[src/rtl/pool_pkg.sv]
// Shared types and helpers for the pooling-engine sequencer.
// Holds the FSM state encoding, the latched configuration record and the config sanity check.
package pool_pkg;

  localparam int POOL_DW = 16;

  localparam logic [POOL_DW-1:0] POOL_ZERO = {POOL_DW{1'b0}};
  localparam logic [POOL_DW-1:0] POOL_ONE  = {{(POOL_DW-1){1'b0}}, 1'b1};

  typedef enum logic [1:0] {
    IDLE = 2'd0,
    CALC = 2'd1,
    RUN  = 2'd2,
    DONE = 2'd3
  } pool_seq_state_t;

  typedef struct packed {
    logic [POOL_DW-1:0] wid;
    logic [POOL_DW-1:0] hei;
    logic [POOL_DW-1:0] ch;
    logic [POOL_DW-1:0] kw;
    logic [POOL_DW-1:0] kh;
    logic [POOL_DW-1:0] sx;
    logic [POOL_DW-1:0] sy;
  } pool_cfg_t;

  // A window that is empty, never moves, or does not fit the input cannot be sequenced.
  function automatic logic pool_cfg_bad(input pool_cfg_t c);
    return (c.kw == POOL_ZERO) || (c.kh == POOL_ZERO) ||
           (c.sx == POOL_ZERO) || (c.sy == POOL_ZERO) ||
           (c.ch == POOL_ZERO) || (c.kw > c.wid) || (c.kh > c.hei);
  endfunction

endpackage

[src/rtl/pool_dim_calc.sv]
// Counts how many pooling windows fit along one axis by stepping a window origin by the stride.
// done rises combinationally in the cycle the next origin no longer fits, and stays set.
module pool_dim_calc
  import pool_pkg::*;
#(
  parameter int DW = POOL_DW
) (
  input  logic          clk,
  input  logic          rst,
  input  logic [DW-1:0] size,
  input  logic [DW-1:0] k,
  input  logic [DW-1:0] stride,
  input  logic          go,
  output logic [DW-1:0] count,
  output logic          done
);

  logic [DW+1:0] pos_r;
  logic [DW-1:0] count_r;
  logic          busy_r;
  logic          done_r;
  logic          fits_s;

  // Origin plus window compared two bits wider so it cannot wrap near the top of the range.
  always_comb begin
    fits_s = ((pos_r + {2'b00, k}) <= {2'b00, size});
  end

  assign done  = done_r | (busy_r & ~fits_s);
  assign count = count_r;

  // Stride-stepping window counter.
  always_ff @(posedge clk or posedge rst) begin
    if (rst) begin
      pos_r   <= {(DW+2){1'b0}};
      count_r <= {DW{1'b0}};
      busy_r  <= 1'b0;
      done_r  <= 1'b0;
    end else if (go) begin
      pos_r   <= {(DW+2){1'b0}};
      count_r <= {DW{1'b0}};
      busy_r  <= 1'b1;
      done_r  <= 1'b0;
    end else if (busy_r) begin
      if (fits_s) begin
        count_r <= count_r + {{(DW-1){1'b0}}, 1'b1};
        pos_r   <= pos_r + {2'b00, stride};
      end else begin
        busy_r <= 1'b0;
        done_r <= 1'b1;
      end
    end
  end

endmodule

[src/rtl/pool_seq_ctrl.sv]
// Pooling-engine sequencer: latches the pool config, sizes the output, then walks every window
// emitting one input-pixel coordinate per accepted beat in ch, oy, ox, ky, kx order.
module pool_seq_ctrl
  import pool_pkg::*;
#(
  parameter int DW = POOL_DW
) (
  input  logic          clk,
  input  logic          rst,
  input  logic          start,
  input  logic [DW-1:0] cfg_wid,
  input  logic [DW-1:0] cfg_hei,
  input  logic [DW-1:0] cfg_ch,
  input  logic [DW-1:0] cfg_kw,
  input  logic [DW-1:0] cfg_kh,
  input  logic [DW-1:0] cfg_sx,
  input  logic [DW-1:0] cfg_sy,
  output logic          px_valid,
  input  logic          px_ready,
  output logic [DW-1:0] px_ch,
  output logic [DW-1:0] px_y,
  output logic [DW-1:0] px_x,
  output logic          win_first,
  output logic          win_last,
  output logic [DW-1:0] out_wid,
  output logic [DW-1:0] out_hei,
  output logic [DW-1:0] out_ch,
  output logic          busy,
  output logic          done,
  output logic          cfg_err
);

  pool_seq_state_t state_r, state_n;
  pool_cfg_t       cfg_r;
  logic            chk_r;
  logic            go_s, err_s, calc_ok_s, fire_s, final_s;
  logic            x_done_s, y_done_s;
  logic [DW-1:0]   x_cnt_s, y_cnt_s;

  logic [DW-1:0] kx_r, ky_r, ox_r, oy_r, ch_r, bx_r, by_r;
  logic [DW-1:0] kx_n, ky_n, ox_n, oy_n, ch_n, bx_n, by_n;
  logic          win_first_n, win_last_n;

  logic          px_valid_r, win_first_r, win_last_r;
  logic [DW-1:0] px_ch_r, px_y_r, px_x_r;
  logic [DW-1:0] out_wid_r, out_hei_r, out_ch_r;
  logic          busy_r, done_r, cfg_err_r;

  pool_dim_calc #(.DW(DW)) u_calc_x (
    .clk(clk), .rst(rst), .size(cfg_r.wid), .k(cfg_r.kw), .stride(cfg_r.sx),
    .go(go_s), .count(x_cnt_s), .done(x_done_s)
  );

  pool_dim_calc #(.DW(DW)) u_calc_y (
    .clk(clk), .rst(rst), .size(cfg_r.hei), .k(cfg_r.kh), .stride(cfg_r.sy),
    .go(go_s), .count(y_cnt_s), .done(y_done_s)
  );

  // Next-state logic; the first CALC cycle validates the config and launches both axis counters.
  always_comb begin
    state_n   = state_r;
    go_s      = 1'b0;
    err_s     = 1'b0;
    calc_ok_s = 1'b0;
    fire_s    = px_valid_r & px_ready;
    case (state_r)
      IDLE: begin
        if (start) state_n = CALC;
        else       state_n = IDLE;
      end
      CALC: begin
        if (chk_r) begin
          if (pool_cfg_bad(cfg_r)) begin
            err_s   = 1'b1;
            state_n = IDLE;
          end else begin
            go_s = 1'b1;
          end
        end else if (x_done_s && y_done_s) begin
          calc_ok_s = 1'b1;
          state_n   = RUN;
        end else begin
          state_n = CALC;
        end
      end
      RUN: begin
        if (fire_s && final_s) state_n = DONE;
        else                   state_n = RUN;
      end
      DONE:    state_n = IDLE;
      default: state_n = IDLE;
    endcase
  end

  // Beat walker: kx is innermost, channel outermost; window bases accumulate by stride.
  always_comb begin
    kx_n    = kx_r;
    ky_n    = ky_r;
    ox_n    = ox_r;
    oy_n    = oy_r;
    ch_n    = ch_r;
    bx_n    = bx_r;
    by_n    = by_r;
    final_s = 1'b0;
    if (kx_r != cfg_r.kw - POOL_ONE) begin
      kx_n = kx_r + POOL_ONE;
    end else begin
      kx_n = POOL_ZERO;
      if (ky_r != cfg_r.kh - POOL_ONE) begin
        ky_n = ky_r + POOL_ONE;
      end else begin
        ky_n = POOL_ZERO;
        if (ox_r != out_wid_r - POOL_ONE) begin
          ox_n = ox_r + POOL_ONE;
          bx_n = bx_r + cfg_r.sx;
        end else begin
          ox_n = POOL_ZERO;
          bx_n = POOL_ZERO;
          if (oy_r != out_hei_r - POOL_ONE) begin
            oy_n = oy_r + POOL_ONE;
            by_n = by_r + cfg_r.sy;
          end else begin
            oy_n = POOL_ZERO;
            by_n = POOL_ZERO;
            if (ch_r != cfg_r.ch - POOL_ONE) begin
              ch_n = ch_r + POOL_ONE;
            end else begin
              ch_n    = POOL_ZERO;
              final_s = 1'b1;
            end
          end
        end
      end
    end
    win_first_n = (kx_n == POOL_ZERO) && (ky_n == POOL_ZERO);
    win_last_n  = (kx_n == cfg_r.kw - POOL_ONE) && (ky_n == cfg_r.kh - POOL_ONE);
  end

  // Control state, latched config and status registers.
  always_ff @(posedge clk or posedge rst) begin
    if (rst) begin
      state_r   <= IDLE;
      cfg_r     <= '{default: POOL_ZERO};
      chk_r     <= 1'b0;
      busy_r    <= 1'b0;
      done_r    <= 1'b0;
      cfg_err_r <= 1'b0;
      out_wid_r <= POOL_ZERO;
      out_hei_r <= POOL_ZERO;
      out_ch_r  <= POOL_ZERO;
    end else begin
      state_r <= state_n;
      chk_r   <= (state_r == IDLE) && start;
      busy_r  <= (state_n == CALC) || (state_n == RUN);
      done_r  <= (state_n == DONE);
      if ((state_r == IDLE) && start) begin
        cfg_r     <= '{wid: cfg_wid, hei: cfg_hei, ch: cfg_ch, kw: cfg_kw,
                       kh: cfg_kh, sx: cfg_sx, sy: cfg_sy};
        cfg_err_r <= 1'b0;
      end
      if (err_s) begin
        cfg_err_r <= 1'b1;
        out_wid_r <= POOL_ZERO;
        out_hei_r <= POOL_ZERO;
        out_ch_r  <= POOL_ZERO;
      end else if (calc_ok_s) begin
        out_wid_r <= x_cnt_s;
        out_hei_r <= y_cnt_s;
        out_ch_r  <= cfg_r.ch;
      end
    end
  end

  // Beat counters and the registered coordinate bus; everything holds while stalled.
  always_ff @(posedge clk or posedge rst) begin
    if (rst) begin
      {kx_r, ky_r, ox_r, oy_r, ch_r, bx_r, by_r} <= {(7*DW){1'b0}};
      px_valid_r  <= 1'b0;
      win_first_r <= 1'b0;
      win_last_r  <= 1'b0;
      px_ch_r     <= POOL_ZERO;
      px_y_r      <= POOL_ZERO;
      px_x_r      <= POOL_ZERO;
    end else if (calc_ok_s) begin
      {kx_r, ky_r, ox_r, oy_r, ch_r, bx_r, by_r} <= {(7*DW){1'b0}};
      px_valid_r  <= 1'b1;
      win_first_r <= 1'b1;
      win_last_r  <= (cfg_r.kw == POOL_ONE) && (cfg_r.kh == POOL_ONE);
      px_ch_r     <= POOL_ZERO;
      px_y_r      <= POOL_ZERO;
      px_x_r      <= POOL_ZERO;
    end else if (fire_s) begin
      kx_r        <= kx_n;
      ky_r        <= ky_n;
      ox_r        <= ox_n;
      oy_r        <= oy_n;
      ch_r        <= ch_n;
      bx_r        <= bx_n;
      by_r        <= by_n;
      px_valid_r  <= ~final_s;
      win_first_r <= win_first_n;
      win_last_r  <= win_last_n;
      px_ch_r     <= ch_n;
      px_y_r      <= by_n + ky_n;
      px_x_r      <= bx_n + kx_n;
    end
  end

  assign px_valid  = px_valid_r;
  assign px_ch     = px_ch_r;
  assign px_y      = px_y_r;
  assign px_x      = px_x_r;
  assign win_first = win_first_r;
  assign win_last  = win_last_r;
  assign out_wid   = out_wid_r;
  assign out_hei   = out_hei_r;
  assign out_ch    = out_ch_r;
  assign busy      = busy_r;
  assign done      = done_r;
  assign cfg_err   = cfg_err_r;

endmodule

[config.mk]
export PLATFORM = sky130hd
export DESIGN_NAME = pool_seq_ctrl
export DESIGN_NICKNAME = d
export VERILOG_FILES = /design/src/rtl/pool_pkg.sv /design/src/rtl/pool_dim_calc.sv /design/src/rtl/pool_seq_ctrl.sv
export SDC_FILE = /design/constraint.sdc
export NUM_CORES = 1
export LEC_CHECK = 0
export BUFFER_PORTS_ARGS = -buffer_cell sky130_fd_sc_hd__buf_2
export CORE_MARGIN = 2
export CORE_UTILIZATION = 65
export CTS_CLUSTER_DIAMETER = 150
export DETAILED_ROUTE_END_ITERATION = 8
export MAX_ROUTING_LAYER = met4
export PLACE_DENSITY_LB_ADDON = 0.3
export SLEW_MARGIN = 10
export SYNTH_ARGS = -nofsm -noshare
export SYNTH_HDL_FRONTEND = slang
export SYNTH_HIERARCHICAL = 1
export SYNTH_SLANG_ARGS = --single-unit
[constraint.sdc]
create_clock -name clk -period 21.9 [get_ports clk]
set_input_delay 4.38 -clock clk [delete_from_list [all_inputs] [get_ports clk]]
set_output_delay 4.38 -clock clk [all_outputs]
set_load 0.02 [all_outputs]
==> metrics.yaml <==
yosysWarnings: 6
cts_resized: 0
cp.required_ns: 22.37
synth_enable_flop_cells: 0
netlist_area_mm2: 0.0286
drt_iter0_markers: 2518
crit_buf_inv: 1
synthArstFlopShare_pct: 100
grt_start_max_net_pins: 105
dpl.hpwl_um: 63600
initial_core_util_pct: 66.0
fin_tns_setup_ns: 0
worst_hold_slack_ns: 0.499
min_period_over_period_pct: 35.3
gp_congestion: 1.01
synth_area_leaders: "dfrtp_1, ha_1, xnor2_1"
clkTransAtPathRegs_ns: 0.06
drive_gt1_share_pct: 12.8
met3_usage_pct: 4.67
wl_per_cell_um: 21.2
core_area_mm2: 0.0433
postSynthAreaPerCell_um2: 8.55
cts_tree: "done"
syn_to_final_growth_pct: 9.98
io_buffer_count: 217
cts_inserted_buffers: 44
cts_hold_buf: 0
p_int_mw: 2.56
num_io_pins: 218
maxCapViolations: 0
ir_worst_vdd_uv: 112
layout_common_cells: "dfrtp_1, nand2_1, nor2_1"
p_sw_share_pct: 48.1
postRouteAntennaNets: 0
synth_ff_type: "dfrtp_1"
post_cts_buffers: 0
critPathKind: "register to register"
ys_seq_area_share_pct: 33.7
rsz0062_at_grt: "false"
nets: 3801
met1_usage_pct: 47.1
stdcell_area_mm2: 0.0314
final_util_pct: 72.6
cp-start-kind: "register"
vias_per_cell: 6.50
clock_latency_ns: 0.60
cp-end-kind: "register"
cts_sinks: 385
p_switching_mw: 2.37
vias: 26570
crit_path_max_fanout: 20
nFillCells: 3281
cpPeakStageDelay_ns: 0.97
largest_register: "cfg_r"
setup_viol: 0
hold_path.class: "register to register"
antenna_found_initial: 1
leakage_nw: 14.7
die_h_um: 214
yosys_register_bits: 385
critPathTopFamily: "simple AND/OR/NAND/NOR gates"
reg_top3: "cfg_r (112), u_calc_x/pos_r (18), u_calc_y/pos_r (18)"
first_pass_iters: 6
r2r_start: "cfg_r[48]$_DFFE_PP0P_"
num_rows: 76
ctsRootBufferMaster: "clkbuf_16"
busiest_layer: "met2"
power_frac_clock_pct: 15.4
die_x_um: 214
fmax_ghz: 0.129
largest_reg_flops: 112
r2r_setup_slack_ns: 14.17
period_needed_ns: 7.73
max-slew-margin-rel_pct: 27.6
crit_slowest_cell: "or4_1"
grt-ovfl-total: 0
grt_pass1_wl_um: 135000
clock_skew_ns: 0.0189
cts_buffer_depth: 3
critPathArrivalTime_ns: 8.20
dp_cells: 4011
worstSetupStartpoint: "cfg_r[48]$_DFFE_PP0P_"
power_frac_seq_pct: 27.2
drc: 0
die-area_mm2: 0.0456
hp-start: "cfg_err$_DFFE_PP0P_"
grt_pass1_vias: 25658
worst_pin_slew_ns: 1.06
status: "finished, final reports clean"
syn_nets: 3669
synthCells: 3340
wirelength_um: 86600
finalHoldViolations: 0
track_usage_pct: 38.7
combPwrFrac_pct: 57.4
fin_cells: 4089
cts_htree_levels: 2
slew_violations: 0
final_common_cell: "dfrtp_1"
use_met2_pct: 62.8
netlist.area_leader.share_pct: 33.7
dpl_cell_area_mm2: 0.0299
synth.distinct_cells: 111
synth_top_cell_by_area: "dfrtp_1"
power.density_mw_per_mm2: 157
==> power by group through the flow <==
stage | combinational (mW) | clock (mW) | sequential (mW)
2_1_floorplan | 2.10 | 0 | 1.22
4_1_cts | 2.77 | 0.767 | 1.33
6_report | 2.83 | 0.761 | 1.34
5_1_grt | 3.09 | 0.795 | 1.37
3_3_place_gp | 2.62 | 0 | 1.32
3_5_place_dp | 2.75 | 0 | 1.34
==> synth_stat cells (all sizes together) (7+ instances only) <==
cell / n
nand2: 360
a211o: 10
dfrtp: 385
nand3: 103
nor3b: 9
o31ai: 36
a211oi: 41
o211ai: 13
o21bai: 22
nand2b: 33
clkbuf: 123
mux2i: 51
mux2: 84
nor3: 112
o21a: 28
nand4: 72
or3: 26
nor2b: 38
o21ai: 215
xor2: 94
fa: 8
a2111oi: 12
a41oi: 7
a31oi: 20
buf: 30
or4: 32
a21o: 53
and2: 16
ha: 205
and3: 49
nor4: 46
inv: 153
a21oi: 208
nor2: 357
a221oi: 8
xnor2: 163
and4: 10
xnor3: 9
==> final cells by class <==
cell class | instances | area, um^2 | share of cell area [%]
multi-input cells | 2649 | 17700 | 56.5
flip-flops and latches | 385 | 9630 | 30.7
clock buffers | 64 | 1330 | 4.23
repair buffers | 239 | 1250 | 3.98
well taps | 585 | 732 | 2.33
inverters | 153 | 582 | 1.85
clock inverters | 13 | 145 | 0.462
diodes | 1 | 2.50 | 0.00796
==> metrics by stage <==
step                      power [mW]  setup slack [ns]
final                           4.93             14.17
after global routing            5.25             13.71
after CTS                       4.87             14.27
after detailed placement        4.08             14.32
after global placement          3.95             14.57
after floorplan                 3.32              8.86
==> kinds of logic (layout without fill, tap and decap cells) <==
family / after synthesis / after routing / synth area share (%)
AND/OR/NAND/NOR: 1291 / 1291 / 22.0
AO/OA/AOI/OAI: 743 / 743 / 16.7
flip-flops: 385 / 385 / 33.7
buffers and inverters: 306 / 469 / 4.29
XOR/XNOR: 267 / 267 / 8.67
adder cells (fa/ha/maj): 213 / 213 / 9.54
multiplexers: 135 / 135 / 5.10
other: 0 / 1 / 0
==> path summary, 6_finish.rpt <==
check                                   endpoint  cells after the start
setup / recovery            px_y[14]$_DFFE_PP0P_                     25
setup reg to reg            px_y[14]$_DFFE_PP0P_                     25
hold reg to reg              cfg_err$_DFFE_PP0P_                      1
max in group asynchronous  cfg_r[37]$_DFFE_PP0P_                      3
hold / removal               cfg_err$_DFFE_PP0P_                      1
min in group asynchronous   ox_r[13]$_DFFE_PP0P_                      2
==> routing by layer <==
metal | vias up | routed length (um) | share of wire, %
met1 | 12901 | 34300 | 40
met3 | 294 | 5440 | 6.3
met5 | - | 0 | 0
met2 | 1174 | 41500 | 48
li1 | 12201 | - | -
met4 | 0 | 5370 | 6.2
No activity file was read; power rests on OpenSTA's default activity.
